**src/rtl/regfile_mp.sv**
```systemverilog
// -----------------------------------------------------------------------------
// regfile_mp -- parametrised multi-port register file (2 write lanes, NRD
// combinational read ports) with a hardware clear sequence after reset and
// optional same-cycle write-to-read bypass.
//
// Ports:
//   clk, rst_n            clock (rising edge), asynchronous active-low reset
//   ready                 high once the clear sequence has finished (RUN)
//   we0/waddr0/wdata0     write lane 0
//   we1/waddr1/wdata1     write lane 1 (wins over lane 0 on the same address)
//   raddr [NRD*AW]        packed read addresses, port i at [i*AW +: AW]
//   rdata [NRD*XLEN]      packed read data,      port i at [i*XLEN +: XLEN]
//
// Optional feature, enabled by defining REGFILE_MP_SCOREBOARD_EN:
//   alloc_en/alloc_addr   mark a register as pending (result outstanding)
//   busy [NRD]            per read port: addressed register is pending and
//                         not being supplied by the bypass this cycle
//
// Handshake: there is no per-transaction valid/ready. `ready` is a level:
// while it is low every write is ignored and every read port returns 0;
// while it is high writes commit on the rising edge and reads are live.
// -----------------------------------------------------------------------------
module regfile_mp #(
  parameter int XLEN     = 32,
  parameter int NREG     = 32,
  parameter int NRD      = 2,
  parameter int ZERO_REG = 1,
  parameter int BYPASS   = 1,
  localparam int AW      = $clog2(NREG)
) (
  input  logic                clk,
  input  logic                rst_n,
  output logic                ready,
  input  logic                we0,
  input  logic [AW-1:0]       waddr0,
  input  logic [XLEN-1:0]     wdata0,
  input  logic                we1,
  input  logic [AW-1:0]       waddr1,
  input  logic [XLEN-1:0]     wdata1,
  input  logic [NRD*AW-1:0]   raddr,
`ifdef REGFILE_MP_SCOREBOARD_EN
  input  logic                alloc_en,
  input  logic [AW-1:0]       alloc_addr,
  output logic [NRD-1:0]      busy,
`endif
  output logic [NRD*XLEN-1:0] rdata
);

  typedef enum logic {
    ST_CLEAR = 1'b0,
    ST_RUN   = 1'b1
  } state_e;

  state_e          state_q, state_d;
  logic [AW-1:0]   clr_idx_q, clr_idx_d;
  logic [XLEN-1:0] regs_q [NREG];

  logic wr0_ok, wr1_ok;
  logic wr0_eff;

  // ---------------------------------------------------------------------------
  // Clear / run FSM
  // ---------------------------------------------------------------------------
  always_ff @(posedge clk or negedge rst_n) begin
    if (!rst_n) begin
      state_q   <= ST_CLEAR;
      clr_idx_q <= '0;
    end else begin
      state_q   <= state_d;
      clr_idx_q <= clr_idx_d;
    end
  end

  always_comb begin
    state_d   = state_q;
    clr_idx_d = clr_idx_q;
    case (state_q)
      ST_CLEAR: begin
        clr_idx_d = clr_idx_q + 1'b1;
        // Last register is cleared on this edge; RUN starts right after it.
        if (clr_idx_q == AW'(NREG - 1)) begin
          state_d   = ST_RUN;
          clr_idx_d = '0;
        end
      end
      ST_RUN:  state_d = ST_RUN;
      default: state_d = ST_CLEAR;
    endcase
  end

  assign ready = (state_q == ST_RUN);

  // ---------------------------------------------------------------------------
  // Write qualification. A write "counts" only in RUN and, with ZERO_REG, only
  // to a non-zero address. The bypass and the scoreboard use the same terms so
  // they can never disagree with what actually commits.
  // ---------------------------------------------------------------------------
  assign wr0_ok = ready && we0 && !((ZERO_REG != 0) && (waddr0 == '0));
  assign wr1_ok = ready && we1 && !((ZERO_REG != 0) && (waddr1 == '0));
  // Lane 1 wins a same-address collision, so lane 0 is dropped there.
  assign wr0_eff = wr0_ok && !(wr1_ok && (waddr1 == waddr0));

  // Storage is deliberately not on the reset; the clear sequence zeroes it.
  always_ff @(posedge clk) begin
    if (state_q == ST_CLEAR) begin
      regs_q[clr_idx_q] <= '0;
    end else begin
      if (wr0_eff) regs_q[waddr0] <= wdata0;
      if (wr1_ok)  regs_q[waddr1] <= wdata1;
    end
  end

  // ---------------------------------------------------------------------------
  // Read ports
  // ---------------------------------------------------------------------------
  logic [NRD-1:0] byp_hit;

  for (genvar i = 0; i < NRD; i++) begin : g_rd
    logic [AW-1:0]   ra;
    logic            hit1, hit0;
    logic [XLEN-1:0] rd;

    assign ra   = raddr[i*AW +: AW];
    assign hit1 = (BYPASS != 0) && wr1_ok && (waddr1 == ra);
    assign hit0 = (BYPASS != 0) && wr0_ok && (waddr0 == ra);
    assign byp_hit[i] = hit1 || hit0;

    always_comb begin
      rd = '0;
      if (!ready) begin
        rd = '0;
      end else if ((ZERO_REG != 0) && (ra == '0)) begin
        rd = '0;
      end else if (hit1) begin
        rd = wdata1;
      end else if (hit0) begin
        rd = wdata0;
      end else begin
        rd = regs_q[ra];
      end
    end

    assign rdata[i*XLEN +: XLEN] = rd;
  end

`ifdef REGFILE_MP_SCOREBOARD_EN
  // ---------------------------------------------------------------------------
  // Pending scoreboard: alloc sets, a committed write clears, set beats clear.
  // ---------------------------------------------------------------------------
  logic [NREG-1:0] pending_q, pending_d;

  always_comb begin
    pending_d = pending_q;
    if (!ready) begin
      pending_d = '0;
    end else begin
      if (wr0_ok) pending_d[waddr0] = 1'b0;
      if (wr1_ok) pending_d[waddr1] = 1'b0;
      if (alloc_en && !((ZERO_REG != 0) && (alloc_addr == '0)))
        pending_d[alloc_addr] = 1'b1;
    end
  end

  always_ff @(posedge clk or negedge rst_n) begin
    if (!rst_n) pending_q <= '0;
    else        pending_q <= pending_d;
  end

  for (genvar i = 0; i < NRD; i++) begin : g_busy
    assign busy[i] = pending_q[raddr[i*AW +: AW]] && !byp_hit[i];
  end
`else
  logic unused_byp;
  assign unused_byp = ^byp_hit;
`endif

endmodule

```
**config.mk**
```make
export PLATFORM = sky130hd
export DESIGN_NAME = regfile_mp
export DESIGN_NICKNAME = d
export VERILOG_FILES = /design/src/rtl/regfile_mp.sv
export SDC_FILE = /design/constraint.sdc
export NUM_CORES = 2
export LEC_CHECK = 0
export CAP_MARGIN = 20
export CELL_PAD_IN_SITES_DETAIL_PLACEMENT = 0
export CELL_PAD_IN_SITES_GLOBAL_PLACEMENT = 2
export CORE_MARGIN = 2
export CORE_UTILIZATION = 39
export CTS_BUF_LIST = sky130_fd_sc_hd__clkbuf_8 sky130_fd_sc_hd__clkbuf_16
export CTS_CLUSTER_SIZE = 16
export DETAILED_ROUTE_END_ITERATION = 8
export GPL_ROUTABILITY_DRIVEN = 1
export MAX_ROUTING_LAYER = met4
export PLACE_DENSITY = 0.85
export SLEW_MARGIN = 20
export SYNTH_ARGS = -nofsm -noshare
export SYNTH_HDL_FRONTEND = slang
export SYNTH_SLANG_ARGS = --single-unit
export TNS_END_PERCENT = 50
```
**constraint.sdc**
```tcl
create_clock -name clk -period 3.8 [get_ports clk]
set_clock_uncertainty 0.2 [all_clocks]
set_input_delay 0.76 -clock clk [delete_from_list [all_inputs] [get_ports clk]]
set_output_delay 0.76 -clock clk [all_outputs]
set_load 0.02 [all_outputs]
```
==> results.txt <==
----------------------------------------------------
[Run status]
  Status ... complete, but fails checks
  Failing checks ... negative setup slack

[Clock tree]
  TritonCTS clock tree ... yes
  Insertion delay of the later-clocked pin in the worst-skew pair ... 0.74 ns
  Clock Sinks ... between 1000 and 1500
  CTS root buf ... sky130_fd_sc_hd__clkbuf_16
  CTS clk-pin slew, worst paths ... approximately 0.06 ns
  CTS Hold Bufs ... 0
  Largest buffer count on any clock path ... 3
  H-tree depth ... 3
  Clock buffers created by TritonCTS ... about 110

[Finish]
  Final design utilization ... 49.97%
  Area growth from synthesis to layout ... 27.27%
  Final standard cell area without fillers ... ~80000 um^2
  Commonest non-fill, non-tap cell in the layout ... sky130_fd_sc_hd__nand2_1
  Commonest cells after routing, fill and taps aside ... 1100 x sky130_fd_sc_hd__nand2_1, 1024 x sky130_fd_sc_hd__edfxtp_1, 946 x sky130_fd_sc_hd__o21ai_0
  Non-filler instance count after layout ... about 8000
  Final Net Count ... a little under 6000
  Layout cell share with drive strength beyond 1 ... between 20% and 30%

[Power and ir drop]
  Power per cell area ... approximately 370 nW/um^2
  Leakage power ... approximately 28 nW
  Net switching power of the design ... around 7.6 mW
  Comb pwr share ... 15.9%
  Peak ir drop on the vdd network ... between 0.4 and 0.5 mV
  Clock network fraction of design power ... about two fifths
  Fraction of power consumed by sequential logic ... between 40% and 50%
  Internal cell power ... around 21 mW
  Sw Ratio ... 26.23%

[Placement]
  DP Cell Count ... 7589
  Total of buffers placed on input and output ports ... about 150
  HPWL after DPL ... 171400 um
  Post-detailed-placement cell area ... between 70000 and 80000 um^2
  Global placer's final weighted congestion ... 0.9784

[Critical path]
  Register-to-register path setup slack ... around 0.57 ns
  Crit-path cells ... buf_16, buf_8, buf_12, xor2_4, nor4_4, buf_4, a21boi_4, buf_12, buf_12, o211ai_1, o211ai_1, buf_4
  Endpoint type of the worst setup path ... primary output
  Element type at the critical path start ... primary input
  Required time of the critical path ... 2.84 ns
  Reg-to-Reg Start ... ready
  Number of cell instances on the worst register-to-register path ... 10
  Crit path arrival time ... about 3.2 ns
  CP peak stage delay ... roughly 0.43 ns
  Most Frequent Cell on Critical Path ... sky130_fd_sc_hd__buf_12
  Count of buffering cells on the critical path with inverters included ... 7
  Category of the critical setup timing path ... in2out
  Cell family with most CP delay ... buffers and inverters
  Terminus of the critical flop-to-flop path ... regs_q[18][28]
  Largest fanout on the critical path ... 5
  Library cell contributing the largest single delay on the critical path ... sky130_fd_sc_hd__o211ai_1

[Global routing]
  Final global-route overflow total ... 0
  Number of global-route vias before repair ... 48296
  Maximum number of pins on one net before global-route repair ... 65
  Global-route wire length before repair ... around 360000 um
  Number of antenna violations at the first check in global routing ... 4
  Overall Global Routing Usage ... between 30% and 40%

[Timing]
  Post-route clock period utilization ... 109.3%
  Number of endpoints with negative hold slack in the final report ... 0
  RSZ-0062 raised after global routing ... yes
  Slew HR ... a little under half
  Transition at the pin with the smallest max-transition slack ... just over 0.8 ns
  Number of max-slew violations in the final report ... 0
  Fmax ... about 0.24 GHz
  Shortest period the worst path allows ... between 4 and 5 ns
  Final-report setup violation count ... 31
  Final critical-path setup slack ... -0.3546 ns

[Synthesis]
  Cell accounting for the most synthesized area ... sky130_fd_sc_hd__edfxtp_1
  Synthesized netlist cell count ... roughly 5400
  Number of flops mapped to enable cells by yosys ... just over 1000
  Synth Area in XOR/XNOR ... less than 1%
  Simple-gate portion of the synthesized area ... under 10%
  Area share of the largest cell type after synthesis ... 50.14%
  Flops & latches, synth ... roughly 1000
  Multiplexer area fraction after synthesis ... a little under a fifth
  Ranking of synthesized cells by area ... sky130_fd_sc_hd__edfxtp_1 50%, sky130_fd_sc_hd__mux4_2 14%, sky130_fd_sc_hd__o21ai_0 7.7%
  Average instance area after synthesis ... around 11 um^2
  Combinational family with the most area after synthesis ... multiplexers
  Number of nets in the synthesized netlist ... approximately 5500
  Number of warnings reported in the yosys synthesis log ... 0
  Proportion of synthesized chip area in sequential cells ... 50.38%
  Flip-flop cell with the highest count after synthesis ... sky130_fd_sc_hd__edfxtp_1
  Async S/R FF share, synth ... less than 1%
  Adder-cell share of the synthesized area ... less than 1%
  Unique masters post-synth ... between 50 and 60
  Summed instance area of the synthesized netlist ... approximately 61000 um^2
  Area fraction in compound gates after synthesis ... 15.26%

[Drt]
  Count of routing violations after the opening detailed-route iteration ... just over 7000
  Post-route antenna net violation count ... 0
  Post-detailed-route DRC marker count ... 0
  Total routed wirelength ... approximately 260000 um
  Total iterations of the first detailed-routing run ... 8
  Number of vias in the routed layout ... between 50000 and 60000
  Average wire length per cell after detail routing ... 32.61 um
  Routed vias/inst ... between 6 and 7

[Die]
  Die boundary width ... approximately 400 um
  Std cell rows ... between 100 and 150
  Number of ports placed on the die boundary ... ~150
  Chip Height ... around 400 um
  Starting utilization of the core area ... 39.26%
  Core box area ... ~160000 um^2
  Die ar. ... 160500 um^2

[Job]
  Max-cap violations ... 0

[Min path]
  Worst Hold Class ... in2async

----------------------------------------------------
[area by class of cell]
cell class	count	area (um^2)
inverters	36	137.6
repair buffers	998	12310
multi-input cells	3628	28260
diodes	6	15.01
clock inverters	94	955.9
well taps	2058	2575
flip-flops and latches	1030	30900
clock buffers	116	2903
fillers	13466	78150
[synthesized netlist by cell type (5+ instances only)]
master,instances
sky130_fd_sc_hd__buf_4,34
sky130_fd_sc_hd__and3_1,66
sky130_fd_sc_hd__mux4_2,384
sky130_fd_sc_hd__inv_1,36
sky130_fd_sc_hd__nand2_4,30
sky130_fd_sc_hd__mux2i_1,260
sky130_fd_sc_hd__xor2_1,23
sky130_fd_sc_hd__edfxtp_1,1024
sky130_fd_sc_hd__nor3b_1,5
sky130_fd_sc_hd__buf_2,110
sky130_fd_sc_hd__nor3_1,8
sky130_fd_sc_hd__nand3_1,5
sky130_fd_sc_hd__nand2b_1,8
sky130_fd_sc_hd__o21ai_0,946
sky130_fd_sc_hd__a211oi_1,5
sky130_fd_sc_hd__dfrtp_1,6
sky130_fd_sc_hd__nor2_1,26
sky130_fd_sc_hd__clkbuf_2,26
sky130_fd_sc_hd__o22a_1,64
sky130_fd_sc_hd__nor4_1,10
sky130_fd_sc_hd__nor2b_1,68
sky130_fd_sc_hd__nand2_1,1131
sky130_fd_sc_hd__a22oi_1,192
sky130_fd_sc_hd__o221ai_1,64
sky130_fd_sc_hd__buf_6,69
sky130_fd_sc_hd__o21ai_1,50
sky130_fd_sc_hd__o211ai_1,128
sky130_fd_sc_hd__nor2_2,6
sky130_fd_sc_hd__buf_1,39
sky130_fd_sc_hd__o22ai_1,83
sky130_fd_sc_hd__clkbuf_1,416
sky130_fd_sc_hd__o21bai_1,12
[cell families (layout without fill, tap and decap cells)]
family | count (synthesis) | after routing
xor+xnor | 25 | 25
mux | 648 | 648
fa+ha+maj | 2 | 2
other cells | 0 | 6
buf+inv | 730 | 1244
flops | 1030 | 1030
compound gates | 1566 | 1566
simple gates | 1387 | 1387
[sequential cells by signal, indices dropped and copies added, names as in the netlist]
register and flops:
ready 1, regs_q 1024, clr_idx_q 5
[worst register-to-register path: stages (launching register included)]
cell	delay, ns
sky130_fd_sc_hd__dfrtp_2	0.41
sky130_fd_sc_hd__buf_12	0.15
sky130_fd_sc_hd__nand2_2	0.08
sky130_fd_sc_hd__buf_4	0.21
sky130_fd_sc_hd__nor4_2	0.51
sky130_fd_sc_hd__a21oi_4	0.20
sky130_fd_sc_hd__buf_4	0.19
sky130_fd_sc_hd__mux2i_1	0.18
sky130_fd_sc_hd__buf_12	0.18
sky130_fd_sc_hd__o22ai_4	0.30
sky130_fd_sc_hd__buf_4	0.31
[layer usage]
metal / global-route usage (%) / vias to the layer above / routed length [um]
met3: 8.390 / 632 / 35690
met5: - / - / 0
met1: 41.89 / 25180 / 97420
li1: - / 21303 / -
met2: 46.21 / 3542 / 112800
met4: 15.36 / 0 / 13860
[power groups by stage]
stage	Clock, mW	Combinational, mW	Sequential (mW)
global placement	0	4.09	12.8
detailed placement	0	4.12	12.9
floorplan	0	2.08	12.9
global route	12.1	4.74	12.6
finish	11.7	4.59	12.6
CTS	11.7	4.30	12.6
[through the flow]
step	setup TNS [ns]	setup slack [ns]	power [mW]	hold WS (ns)
6_report	-3.298	-0.3546	28.90	0.07854
5_1_grt	-4.370	-0.2981	29.48	0.06506
4_1_cts	-4.181	-0.2253	28.64	0.05811
3_5_place_dp	-177.23	-0.8728	16.98	0.4811
3_3_place_gp	-241.20	-0.8871	16.94	0.4637
2_1_floorplan	-285.08	-0.5791	14.93	0.2644
[how the worst max path moves through the flow]
stage	start	endpoint	cells past startpoint
after floorplan	waddr1[1]	regs_q[28][0]	7
after global placement	waddr0[2]	rdata[54]	10
after detailed placement	waddr0[2]	rdata[54]	10
after CTS	ready	rdata[29]	9
after global routing	raddr[0]	rdata[29]	12
final	raddr[0]	rdata[29]	12
[repair_timing]
action                                  4_1_cts  5_1_grt
pin swaps                                    30       65
gates resized for setup                     352      176
setup buffers                                61       87
endpoints found under the setup margin       64       58
hold endpoints to repair                      0        0
gates cloned                                  7       14
Note: power is estimated with default switching activity, not from simulation.
